===== src/rtl/micro_seq_pkg.sv =====
// micro_seq_pkg
//   Shared definitions for the microprogram address sequencer:
//   - source-select encodings for the next-address multiplexer
//   - the stack operation type and its decode from the fe_n/pup control pair
package micro_seq_pkg;

  localparam logic [1:0] SEL_PC  = 2'b00;
  localparam logic [1:0] SEL_AR  = 2'b01;
  localparam logic [1:0] SEL_STK = 2'b10;
  localparam logic [1:0] SEL_DIN = 2'b11;

  typedef enum logic [1:0] {
    STK_HOLD,
    STK_PUSH,
    STK_POP
  } stk_op_t;

  // fe_n is the active-low stack enable; pup chooses push over pop.
  function automatic stk_op_t decode_stk_op(input logic fe_n, input logic pup);
    if (fe_n) return STK_HOLD;
    return pup ? STK_PUSH : STK_POP;
  endfunction

endpackage


===== src/rtl/micro_seq_stack.sv =====
// micro_seq_stack
//   Return-address LIFO for the microprogram sequencer.
//   Build option: MICRO_SEQ_STACK_GUARD_EN
//     defined   - push when full / pop when empty are ignored and stack_err
//                 latches high until reset.
//     undefined - push when full overwrites entry 0 and level restarts at 1
//                 (oldest return lost); pop when empty leaves level at 0;
//                 stack_err is tied low.
// Ports
//   clock, reset_n  clock and asynchronous active-low reset
//   op              stack operation for this cycle (hold / push / pop)
//   push_data       value written on push (current PC)
//   top             entry at level-1, zero when empty (pre-operation value)
//   full, empty     decoded from the level counter
//   stack_err       sticky overflow/underflow flag (guarded build only)
module micro_seq_stack
  import micro_seq_pkg::*;
#(
  parameter int AW    = 12,
  parameter int DEPTH = 4
) (
  input  logic          clock,
  input  logic          reset_n,
  input  stk_op_t       op,
  input  logic [AW-1:0] push_data,
  output logic [AW-1:0] top,
  output logic          full,
  output logic          empty,
  output logic          stack_err
);

  localparam int LW = $clog2(DEPTH + 1);
  localparam int IW = (DEPTH > 1) ? $clog2(DEPTH) : 1;

  logic [AW-1:0] entry [DEPTH];
  logic [LW-1:0] level;
  logic [IW-1:0] top_idx;
  logic [IW-1:0] wr_idx;

  assign full    = (level == LW'(DEPTH));
  assign empty   = (level == '0);
  // When empty the index underflows, but top is forced to zero anyway.
  assign top_idx = IW'(level - LW'(1));
  assign top     = empty ? '0 : entry[top_idx];
  // A push while full lands in entry 0 (only reachable in the unguarded build).
  assign wr_idx  = full ? '0 : IW'(level);

  always_ff @(posedge clock or negedge reset_n) begin
    if (!reset_n) begin
      level <= '0;
      for (int i = 0; i < DEPTH; i++) entry[i] <= '0;
    end else begin
      case (op)
`ifdef MICRO_SEQ_STACK_GUARD_EN
        STK_PUSH: begin
          if (!full) begin
            entry[wr_idx] <= push_data;
            level         <= level + LW'(1);
          end
        end
`else
        STK_PUSH: begin
          entry[wr_idx] <= push_data;
          level         <= full ? LW'(1) : level + LW'(1);
        end
`endif
        STK_POP: begin
          if (!empty) level <= level - LW'(1);
        end
        default: ;
      endcase
    end
  end

`ifdef MICRO_SEQ_STACK_GUARD_EN
  always_ff @(posedge clock or negedge reset_n) begin
    if (!reset_n) begin
      stack_err <= 1'b0;
    end else if ((op == STK_PUSH && full) || (op == STK_POP && empty)) begin
      stack_err <= 1'b1;
    end
  end
`else
  assign stack_err = 1'b0;
`endif

endmodule


===== src/rtl/micro_sequencer.sv =====
// micro_sequencer
//   Full-width microprogram address sequencer. Picks the next microaddress
//   from PC / address register / stack top / direct input, applies OR and
//   zero forcing, and registers PC = yout + cin. Holds a return stack
//   (micro_seq_stack) and a saturating loop counter.
//   Build option: MICRO_SEQ_STACK_GUARD_EN (see micro_seq_stack).
// Ports
//   clock, reset_n   clock and asynchronous active-low reset
//   din              direct address / branch target, also counter load value
//   rin, re_n        address register load value and active-low load enable
//   orin             OR-mask applied to the selected source
//   sel              source select (PC, AR, stack top, din)
//   zero_n           active-low force of yout to zero
//   cin              PC increment carry-in
//   fe_n, pup        stack enable (active-low) and push/pop select
//   cnt_ld, cnt_dec  loop counter load (priority) and decrement
//   yout, cout       next microaddress (combinational) and carry-out
//   full, empty      stack level flags
//   cnt_zero         loop counter is zero
//   stack_err        sticky stack overflow/underflow flag
module micro_sequencer
  import micro_seq_pkg::*;
#(
  parameter int AW    = 12,
  parameter int DEPTH = 4,
  parameter int CW    = 8
) (
  input  logic          clock,
  input  logic          reset_n,
  input  logic [AW-1:0] din,
  input  logic [AW-1:0] rin,
  input  logic [AW-1:0] orin,
  input  logic [1:0]    sel,
  input  logic          zero_n,
  input  logic          cin,
  input  logic          re_n,
  input  logic          fe_n,
  input  logic          pup,
  input  logic          cnt_ld,
  input  logic          cnt_dec,
  output logic [AW-1:0] yout,
  output logic          cout,
  output logic          full,
  output logic          empty,
  output logic          cnt_zero,
  output logic          stack_err
);

  logic [AW-1:0] pc;
  logic [AW-1:0] ar;
  logic [AW-1:0] stk_top;
  logic [AW-1:0] mux;
  logic [CW-1:0] cnt;
  logic [CW-1:0] cnt_load;
  stk_op_t       stk_op;

  function automatic logic [CW-1:0] sat_dec(input logic [CW-1:0] v);
    return (v == '0) ? '0 : v - CW'(1);
  endfunction

  generate
    if (CW <= AW) begin : g_load_slice
      assign cnt_load = din[CW-1:0];
    end else begin : g_load_zext
      assign cnt_load = {{(CW - AW){1'b0}}, din};
    end
  endgenerate

  assign stk_op = decode_stk_op(fe_n, pup);

  micro_seq_stack #(
    .AW    (AW),
    .DEPTH (DEPTH)
  ) u_stack (
    .clock     (clock),
    .reset_n   (reset_n),
    .op        (stk_op),
    .push_data (pc),
    .top       (stk_top),
    .full      (full),
    .empty     (empty),
    .stack_err (stack_err)
  );

  always_comb begin
    mux = din;
    case (sel)
      SEL_PC:  mux = pc;
      SEL_AR:  mux = ar;
      SEL_STK: mux = stk_top;
      default: mux = din;
    endcase
  end

  assign yout     = zero_n ? (mux | orin) : '0;
  assign cout     = cin & (&yout);
  assign cnt_zero = (cnt == '0);

  // PC wraps naturally from all-ones to zero; cout flags that case.
  always_ff @(posedge clock or negedge reset_n) begin
    if (!reset_n) begin
      pc  <= '0;
      ar  <= '0;
      cnt <= '0;
    end else begin
      pc <= yout + AW'(cin);
      if (!re_n) ar <= rin;
      if (cnt_ld)       cnt <= cnt_load;
      else if (cnt_dec) cnt <= sat_dec(cnt);
    end
  end

endmodule

===== config.mk =====
export PLATFORM = sky130hd
export DESIGN_NAME = micro_sequencer
export DESIGN_NICKNAME = d
export VERILOG_FILES = /design/src/rtl/micro_seq_pkg.sv /design/src/rtl/micro_seq_stack.sv /design/src/rtl/micro_sequencer.sv
export SDC_FILE = /design/constraint.sdc
export NUM_CORES = 1
export LEC_CHECK = 0
export ABC_AREA = 1
export BUFFER_PORTS_ARGS = -buffer_cell sky130_fd_sc_hd__buf_2
export CORE_MARGIN = 1
export CORE_UTILIZATION = 35
export CTS_CLUSTER_DIAMETER = 30
export DETAILED_ROUTE_END_ITERATION = 10
export GPL_ROUTABILITY_DRIVEN = 0
export PLACE_DENSITY = 0.62
export SETUP_SLACK_MARGIN = 0.4
export SLEW_MARGIN = 15
export SYNTH_ARGS = -nofsm -noshare
export SYNTH_HDL_FRONTEND = slang
export SYNTH_SLANG_ARGS = --single-unit
export TNS_END_PERCENT = 10

===== constraint.sdc =====
create_clock -name clock -period 3.2 [get_ports clock]
set_input_delay 0.32 -clock clock [delete_from_list [all_inputs] [get_ports clock]]
set_output_delay 0.32 -clock clock [all_outputs]
set_load 0.02 [all_outputs]

Word-level counts from Yosys, hierarchy flattened
Cells that the tools add are included.
{"block": "totals", "ff_bits": 83, "inputBits": 47, "output_inout_bits": 17}
{"block": "op_classes", "bitwise_logic": 4, "n_eq_ne": 6, "n_addsub": 4, "magnitude_cmp": 3, "n_reduce_logical": 8, "mux": 20}
{"cell": "$mux W12", "count": 5}
{"cell": "$bwmux W48", "count": 1}
{"cell": "$pmux W12 S3", "count": 1}
{"cell": "$bmux W12 S2", "count": 1}
{"cell": "$demux W12 S2", "count": 1}
{"cell": "$mux W8", "count": 3}
{"cell": "$add A12 B1 Y12", "count": 1}
{"cell": "$or A12 B12 Y12", "count": 1}
{"cell": "$reduce_and A12 Y1", "count": 1}
{"cell": "$logic_not A8 Y1", "count": 1}
{"cell": "$mux W2", "count": 4}
{"cell": "$sub A8 B1 Y8 const B", "count": 1}
{"cell": "$ge A3 B3 Y1 const B", "count": 2}
{"cell": "$mux W3", "count": 2}
{"cell": "$not A2 Y3", "count": 2}
{"cell": "$pmux W3 S2", "count": 1}
{"cell": "$eq A2 B1 Y1 const B", "count": 2}
{"cell": "$eq A2 B2 Y1 const B", "count": 2}
{"cell": "$reduce_bool A2 Y1", "count": 2}
{"cell": "$add A3 B1 Y3 const B", "count": 1}
{"cell": "$eq A3 B3 Y1 const B", "count": 1}
{"cell": "$logic_not A3 Y1", "count": 1}
{"cell": "$lt A3 B1 Y1 const B", "count": 1}
{"cell": "$sub A3 B1 Y3 const B", "count": 1}
{"cell": "other kinds (6)", "count": 6}

Longest topological paths before layout
Gate-level depths: netlist of the first run.
{"block": "depth", "ltp_word": 11, "ltp_mapped": 19, "depth_no_buf": 16}

Cells and area by module
From an unflattened synthesis of the first run, not the netlist that was laid out.
{"block": "unflattened", "cells_unflattened": 608, "area_unflattened_um2": 4778.3}
{"module": "micro_seq_stack", "seq_area_each_um2": 1276.2, "instances": 1, "cells_per_inst": 307, "area_each_um2": 2635.0}
{"module": "micro_sequencer", "seq_area_each_um2": 800.8, "instances": 1, "cells_per_inst": 301, "area_each_um2": 2143.3}

Worst setup path before layout of the first run
Ideal clock, no wire load.
{"block": "synth_path", "path_type": "register to register", "start": "register u_stack.level[0]", "end": "register pc[6]", "synth_period_minus_slack_ps": 2932, "setup_ps": 129, "t_arrival_ps": 2803, "t_required_ps": 3071, "slack_ps": 268, "path_buffers": 3, "path_stages_with_launch": 18, "cell_sequence": "dfrtp_1 > buf_4 > inv_2 > buf_4 > ha_1 > inv_1 > nor2_1 > nor3_4 > buf_6 > a21oi_1 > nand3b_1 > nand2_1 > inv_1 > ha_1 > ha_1 > nand3_2 > nor2_4 > xor2_1"}
{"block": "synth_via", "word_cells_on_any_way": 11, "classes_between": "2 x add/sub; 6 x mux; 2 x bitwise; 1 x reduce/logical"}
{"item": "from (decl)", "line": "micro_seq_stack.sv:36", "source": "logic [LW-1:0] level;"}
{"item": "from (signal assigned)", "line": "micro_seq_stack.sv:64", "source": "level <= full ? LW'(1) : level + LW'(1);"}
{"item": "from (signal assigned)", "line": "micro_seq_stack.sv:68", "source": "if (!empty) level <= level - LW'(1);"}
{"item": "$logic_not A3 Y1", "line": "micro_seq_stack.sv:41", "source": "assign empty = (level == '0);"}
{"item": "net empty", "line": "micro_sequencer.sv:44", "source": "output logic empty,"}
{"item": "$mux W12", "line": "micro_seq_stack.sv:44", "source": "assign top = empty ? '0 : entry[top_idx];"}
{"item": "$pmux W12 S3", "line": "micro_sequencer.sv:87", "source": "case (sel)"}
{"item": "$or A12 B12 Y12", "line": "micro_sequencer.sv:95", "source": "assign yout = zero_n ? (mux | orin) : '0;"}
{"item": "$mux W12", "line": "micro_sequencer.sv:95"}
{"item": "net yout[0]", "line": "micro_sequencer.sv:41", "source": "output logic [AW-1:0] yout,"}
{"item": "$add A12 B1 Y12", "line": "micro_sequencer.sv:106", "source": "pc <= yout + AW'(cin);"}
{"item": "to (signal assigned)", "line": "micro_sequencer.sv:106"}
{"item": "to (decl)", "line": "micro_sequencer.sv:49", "source": "logic [AW-1:0] pc;"}
The timed path passes the listed nets, and every way through them passes these cells. The select of a mux whose other input is x is not followed.
A chain may end at the register's enable or synchronous reset.

Final worst setup path of the first run
{"block": "layout_path", "start": "register u_stack.level[1]", "end": "output port cout"}
{"block": "layout_via", "elab_chain_len": 11, "word_cells_on_any_way": 12, "classes_between": "1 x add/sub; 6 x mux; 3 x bitwise; 2 x reduce/logical"}
{"item": "$sub A3 B1 Y3", "line": "micro_seq_stack.sv:43", "source": "assign top_idx = IW'(level - LW'(1));"}
{"item": "$not A2 Y3 (not written as such)", "line": "micro_seq_stack.sv:44"}
{"item": "$bmux W12 S2", "line": "micro_seq_stack.sv:44"}
{"item": "$mux W12 (not written as such) (2 in a row)", "line": "micro_seq_stack.sv:44"}
{"item": "$mux W12 *", "line": "micro_seq_stack.sv:44"}
{"item": "$pmux W12 S3 *", "line": "micro_sequencer.sv:87"}
{"item": "$or A12 B12 Y12 *", "line": "micro_sequencer.sv:95"}
{"item": "$mux W12 *", "line": "micro_sequencer.sv:95"}
{"item": "$reduce_and A12 Y1 *", "line": "micro_sequencer.sv:96", "source": "assign cout = cin & (&yout);"}
{"item": "$and A1 B1 Y1 *", "line": "micro_sequencer.sv:96"}
{"item": "to (decl)", "line": "micro_sequencer.sv:42", "source": "output logic cout,"}
Mark *: on every way between the ends. The rest lies on a longest branch, timed or not. The select of a mux whose other input is x is not followed.

==> summary.txt, run 1 <==
Clock network
  – Sink Count: between 80 and 90
  – TritonCTS Buffers: 9
  – H-tree Lvls: 3
  – CTS tree: done
  – Worst skew pair latency: 0.34 ns
  – Root Buffer: clkbuf_16
  – Clock Pin Slew Worst Setup and Hold Paths: roughly 0.06 ns
  – Hold_buf cts: 0
  – Clock Tree Buf Depth: 2

Pwr
  – Internal: about 2.6 mW
  – Power per cell area: between 700 and 800 mW/mm2
  – Total Power: 4.29 mW
  – Flop pwr share: a little under two fifths
  – Pleak: around 2.8 nW
  – P_sw: around 1.7 mW
  – VDD IR max: 311 uV
  – Clk pwr share: between 20% and 30%
  – Switching share of power: slightly below 40%
  – Combinational power share: between 30 and 40%

Setup path
  – CP Max Fanout: 9
  – Slowest CP cell: dfrtp_1
  – Worst setup path class: register to output pin
  – Worst Setup Start Kind: register
  – Cell family with the largest share of critical-path delay: simple AND/OR/NAND/NOR gates
  – Worst path cell trace: inv_2 > ha_1 > inv_2 > buf_6 > nand3_1 > nand2_1 > nand2_1 > nand4_2 > nand3_1 > nor3_2 > nand2_1 > nor2_1 > buf_4
  – Worst setup EP type: output pin
  – Worst path bufs/invs: 4
  – Crit-path max cell delay: 0.38 ns
  – WP data arrival: 2.34 ns
  – Worst path most repeated cell: nand2_1
  – Required @ worst endpoint: 2.88 ns

Place
  – Detailed placement HPWL: 8500 um
  – Number of port buffers: 62
  – Area after DPL: ~0.0051 mm2
  – DP Cell Count: 807
  – Setup WS pre-CTS: roughly 0.62 ns

Finish
  – Share of cells above drive strength 1: 21.3%
  – Layout Cells excl Fill: about 830
  – Fin nets: approximately 710
  – Ant diodes: 0
  – Area growth from synthesis to layout: 15.7%
  – Cell area after layout: about 0.0054 mm2

Synthesis
  – Gate count after technology mapping: 592
  – Synth Area per Inst: between 7 and 8 um2
  – Ys Warns: 0
  – Synthesized area: between 0.004 and 0.005 mm2
  – Top_reg_cell synth: dfrtp_1
  – Sequential area share after synthesis: about 44%
  – Net count after synthesis: around 650
  – Post-synth ARST share: 100%
  – Distinct cells, synth: 38
  – Seq cells post-synth: a little over 80
  – EDFF count, synth: 0

Global route
  – Vias in the first global route: between 4000 and 5000
  – First-pass GRT wire length: about 20000 um
  – Initial antenna violation count: 0
  – GRT Total Usage: a little under a fifth
  – Largest net degree at the start of global routing: 84
  – Total gr overflow: 0

Route
  – Met3 WL: between 500 and 600 um
  – Vias after detailed routing: 3992
  – Final WL: approximately 12000 um
  – Met2 WL: 5460 um
  – 1st-iter DRT viols: about 270
  – Drt first pass iters: 5
  – Residual DRC: 0
  – Uppermost layer routed: met4
  – Met1 Wirelength: between 5000 and 6000 um
  – Vias/cell: between 4 and 5
  – Antenna-violating nets left: 0
  – Avg WL per Cell: approximately 14 um

Die
  – I/O pin cnt: 64
  – Die X: approximately 120 um
  – Initial Utilization: 36.6%
  – Full die area: between 0.01 and 0.015 mm2
  – # rows: 41
  – Core area: approximately 0.013 mm2
  – Die height: 118 um

STA
  – Period utilization: between 80% and 90%
  – Min Clock Period, post-route: 2.66 ns
  – Max Slew Vio Count: 0
  – Hold Violations, Final: 0
  – Setup skew after layout: just under 0.005 ns
  – Final setup viols: 0
  – Worst Tran Pin Value: ~0.84 ns
  – Worst Setup Slack, final: ~0.54 ns
  – Max-slew headroom: between 40% and 50%
  – Setup TNS: 0 ns
  – RSZ-0062 raised after global routing: false
  – Achievable Freq: 377 MHz

Worst hold path
  – Hold Path Class: input port to async pin

Run status
  – Status: completed

Run
  – Max cap viols: 0
-- layout make-up --
cell class	instances	area [um2]
clock buffer	9	225
tap	172	215
multi-input combinational	384	2080
clock inverter	7	68.8
inverter	101	379
sequential	83	2080
timing repair buffer	70	383
fill	1314	7400
-- final timing paths --
check                             startpoint                end  slack [ns]  cells past startpoint
max                         u_stack.level[1]               cout        0.54                     13
min                                  reset_n             cnt[4]        0.02                      1
max reg2reg                 u_stack.level[1]              pc[6]        0.76                     15
min reg2reg                u_stack.entry[24]  u_stack.entry[24]        0.49                      2
max in group asynchronous            reset_n             cnt[3]        2.65                      1
min in group clock                    rin[2]              ar[2]        0.21                      2
-- layer usage --
layer / vias to the layer above / GRT usage, %
met5: - / 0
met4: 0 / 6.65
met3: 13 / 3.34
met2: 127 / 29.1
met1: 1880 / 24.3
li1: 1972 / -
-- power by group through the flow --
| stage | combinational (mW) | sequential (mW) | clock, mW |
|---|---|---|---|
| after CTS | 1.65 | 1.58 | 1.05 |
| after detailed placement | 1.62 | 1.60 | 0 |
| final | 1.68 | 1.58 | 1.03 |
| after global placement | 1.58 | 1.58 | 0 |
| after floorplan | 1.23 | 1.54 | 0 |
| after global routing | 1.91 | 1.62 | 1.09 |
-- Yosys cell counts, drive strengths merged, types with 3 or more instances --
library cell	n	share of area [%]
o221ai	6	1.1
nor3	3	0.56
o21bai	5	0.80
o21ai	70	7.5
ha	10	2.7
xor2	9	1.7
nand2	169	14
mux2	12	2.9
a21oi	3	0.32
nor2	32	3.3
inv	101	8.1
a31o	6	1.1
buf	15	2.7
nand3b	5	1.2
nand4	4	0.67
clkbuf	9	0.72
dfrtp	83	44
nand3	43	5.3
-- sequential cells by signal (all words and copies together), names as in the netlist --
signal / cells
u_stack.entry: 48
ar: 12
pc: 12
cnt: 8
u_stack.level: 3
-- cell families (layout without fill, tap and decap cells) --
family	Yosys count	count (layout)	share of synthesized area (%)
AO/OA/AOI/OAI	93	93	11.3
XOR/XNOR	11	11	2.05
multiplexers	12	12	2.88
other	1	1	0.0800
AND/OR/NAND/NOR	257	257	25.2
buffers and inverters	125	187	11.5
adder cells (fa/ha/maj)	10	10	2.67
flip-flops	83	83	44.3
-- through the flow --
stage	hold WS [ns]	util (%)
final	0.0203	42.3
after CTS	0.193	42.1
after global placement	0.461	39.7
after floorplan	0.0244	-
after detailed placement	0.472	39.7
after global routing	0.0847	42.3
-- placed cells by master (no fill, tap or decap), types with 2 or more instances in the layout --
cell / n
inv_1: 92
buf_4: 8
nand3b_2: 2
a31o_2: 6
dfrtp_1: 83
nand2_2: 7
nor2_2: 3
o22ai_1: 2
mux2_2: 12
xor2_1: 9
nand3_1: 38
o21ai_1: 3
nor2_1: 25
ha_1: 10
xnor2_1: 2
nand4_1: 3
nand3_2: 4
clkinv_2: 3
o21bai_1: 5
buf_6: 2
nand2_1: 161
o221ai_1: 6
inv_2: 9
nor2_4: 4
nand3b_1: 2
a21oi_1: 3
buf_2: 60
clkinvlp_4: 2
clkbuf_16: 9
o21ai_0: 67
-- timing repair --
action,CTS,global route
setup endpoints to repair,1,1
resized for setup,2,4
buffers inserted,1,2
pin swaps,0,0
Note: power is estimated with default switching activity, not from simulation.
==> inputs of run 2 (changes only) <==
==> constraint.sdc (replaced) <==
create_clock -name clock -period 2.65 [get_ports clock]
set_input_delay 0.265 -clock clock [delete_from_list [all_inputs] [get_ports clock]]
set_output_delay 0.265 -clock clock [all_outputs]
set_load 0.02 [all_outputs]
==> run 2 against run 1 <==
Against the previous run: non-clock buffer count grew 18; design area increased by 5.8%; largest power group unchanged; combinational power increased by 40%; sequential cell count is the same; global-route usage increased by 0.80 points.
==> summary.txt, run 2 (synthesis results as in run 1) <==
Global route
  – First-pass GRT wire length: 20700 um (was 20000 um)
  – Vias in the first global route: 4157 (was 4023)
  – GRT Total Usage: 18.9% (was 18.1%)
  – Initial antenna violation count: 0 (unchanged)
  – Total gr overflow: 0 (unchanged)
  – Largest net degree at the start of global routing: 44 (was 84)

Route
  – Drt first pass iters: 8 (was 5)
  – Residual DRC: 0 (unchanged)
  – Vias after detailed routing: 4138 (was 3992)
  – Antenna-violating nets left: 0 (unchanged)
  – Avg WL per Cell: 14.4 um (was 14.2 um)
  – 1st-iter DRT viols: 196 (was 267)
  – Final WL: 12200 um (was 11700 um)
  – Vias/cell: 4.90 (was 4.83)

Finish
  – Area growth from synthesis to layout: 22.5% (was 15.7%)
  – Share of cells above drive strength 1: 25.9% (was 21.3%)
  – Register with the most flip-flops: u_stack.entry (unchanged)
  – Commonest non-fill, non-tap cell in the layout: nand2_1 (unchanged)
  – Fin nets: 724 (was 706)
  – Regs by FF count: u_stack.entry (48), ar (12), pc (12) (unchanged)
  – Commonest non-fill, non-tap cells in the layout: nand2_1 (156), inv_1 (88), dfrtp_1 (83) (was nand2_1 (161), inv_1 (92), dfrtp_1 (83))
  – Cell area after layout: 0.00574 mm2 (was 0.00543 mm2)
  – Flip-flop count of the largest register after layout: 48 (unchanged)
  – Ant diodes: 0 (unchanged)

STA
  – RSZ-0062 raised after global routing: true (was false)
  – Final setup viols: 0 (unchanged)
  – Worst Tran Pin Value: 0.855 ns (was 0.841 ns)
  – Achievable Freq: approximately 400 MHz
  – Period utilization: 94.5%
  – Max-slew headroom: 42.8% (was 43.8%)
  – Min Clock Period, post-route: between 2 and 3 ns
  – Max Slew Vio Count: 0 (unchanged)
  – Setup skew after layout: 0.0100 ns (was 0.00489 ns)
  – Setup TNS: 0 ns (unchanged)
  – Hold Violations, Final: 0 (unchanged)
  – Fin Hold WS: 0.146 ns (was 0.0203 ns)

Pwr
  – VDD IR max: 390 uV (was 311 uV)
  – Flop pwr share: 34.5% (was 36.9%)
  – Switching share of power: 40.0% (was 39.4%)
  – Clk pwr share: 23.1% (was 23.9%)
  – Power per cell area: 965 mW/mm2 (was 790 mW/mm2)
  – Combinational power share: 42.3% (was 39.2%)
  – Internal: 3.33 mW (was 2.60 mW)
  – Pleak: 2.93 nW (was 2.80 nW)
  – P_sw: 2.22 mW (was 1.69 mW)

Setup path
  – Worst setup path class: register to output pin (unchanged)
  – Crit Reg-Reg Startpoint: u_stack.level[0] (was u_stack.level[1])
  – Worst setup EP type: output pin (unchanged)
  – Crit-path max cell delay: 0.44 ns (was 0.38 ns)
  – Required @ worst endpoint: 2.38 ns (was 2.88 ns)
  – WP data arrival: 2.24 ns (was 2.34 ns)
  – CP Launch Point: u_stack.level[0] (was u_stack.level[1])
  – Worst path cell trace: inv_6 > ha_4 > inv_8 > nor2_1 > o21ai_0 > nand2_1 > nand2_2 > nand3b_4 > nand2_1 > inv_2 > nand4_1 > nor2_1 > buf_4 (was inv_2 > ha_1 > inv_2 > buf_6 > nand3_1 > nand2_1 > nand2_1 > nand4_2 > nand3_1 > nor3_2 > nand2_1 > nor2_1 > buf_4)
  – Flop-to-flop setup slack: 0.20 ns (was 0.76 ns)
  – Worst Setup Start Kind: register (unchanged)
  – Slowest CP cell: dfrtp_1 (unchanged)
  – CP Max Fanout: 14 (was 9)

Clock network
  – Clock Pin Slew Worst Setup and Hold Paths: 0.07 ns (was 0.06 ns)
  – CTS tree: done (unchanged)
  – Worst skew pair latency: 0.35 ns (was 0.34 ns)
  – TritonCTS Buffers: 9 (unchanged)
  – Sink Count: 83 (unchanged)
  – Root Buffer: clkbuf_16 (unchanged)
  – Clock Tree Buf Depth: 2 (unchanged)
  – H-tree Lvls: 3 (unchanged)

Worst hold path
  – Hold Path Class: input port to register (was input port to async pin)
  – Min-delay src: rin[6]

Die
  – Die X: 118 um (unchanged)
  – Die height: 118 um (unchanged)
  – Initial Utilization: 36.6% (unchanged)
  – # rows: 41 (unchanged)
  – I/O pin cnt: 64 (unchanged)
  – Core area: 0.0128 mm2 (unchanged)
  – Full die area: 0.0139 mm2 (unchanged)

Run status
  – Status: completed (unchanged)

Place
  – Detailed placement HPWL: 8460 um (was 8500 um)
  – Number of port buffers: 62 (unchanged)
  – Area after DPL: 0.00516 mm2 (was 0.00510 mm2)

Run
  – Max cap viols: 0 (unchanged)
-- run 2: changes by cell type in the layout (fill, tap and decap cells not counted), moves of 3 or more --
cell	before	now
ha_4	0	3
nand2_1	161	156
buf_4	8	19
inv_1	92	88
buf_6	2	7
nand2_4	1	4
ha_1	10	7
-- run 2: repair_timing --
item | CTS | global route
resized for setup | 26 | 8
setup endpoints to repair | 22 | 23
setup buffers | 20 | 1
hold buffers | 1 | 0
hold endpoints to repair | 40 | 0
pin swaps | 16 | 6
-- run 2: path summary, 6_finish.rpt --
check | to | cells after the start
min reg2reg | u_stack.entry[20] | 2
min | ar[6] | 2
max | cout | 13
max in group asynchronous | cnt[5] | 3
max reg2reg | pc[8] | 17
min in group asynchronous | u_stack.level[2] | 2
-- run 2: power groups by stage --
stage	sequential (mW)	combinational, mW	clock, mW
after floorplan	1.86	1.60	0
after global placement	1.91	1.94	0
after detailed placement	1.93	1.99	0
after CTS	1.91	2.29	1.31
after global routing	1.96	2.65	1.36
final	1.92	2.35	1.28
-- run 2: per-stage QoR --
step | util (%) | setup slack, ns | instances | total power [mW]
floorplan | - | 0.174 | 592 | 3.47
global route | 44.8 | -0.0250 | 844 | 5.97
finish | 44.8 | 0.146 | 844 | 5.54
global placement | 40.2 | 0.217 | 806 | 3.85
CTS | 44.5 | 0.136 | 843 | 5.51
detailed placement | 40.2 | 0.156 | 806 | 3.92
-- run 2: worst max-delay path, delay by kind of cell (launching register included) --
family | cells | cell delay (ns)
DFF | 1 | 0.44
adders and majority gates | 1 | 0.36
buffers and inverters | 4 | 0.35
AOI/OAI and AO/OA | 1 | 0.09
and+or+nand+nor | 7 | 0.65
-- run 2: layer usage --
layer | global-route usage (%) | vias up | part of all wire [%]
met5 | 0 | - | 0
met4 | 8.33 | 0 | 2.3
met3 | 2.91 | 21 | 4.7
met2 | 30.7 | 138 | 48
met1 | 24.9 | 1969 | 45
li1 | - | 2010 | -
-- run 2: cell type report --
cell class | instances | area [um2]
clock buffer | 9 | 225
clock inverter | 7 | 77.6
fill | 1314 | 7080
inverter | 101 | 392
multi-input combinational | 384 | 2210
sequential | 83 | 2080
tap | 172 | 215
timing repair buffer | 88 | 552
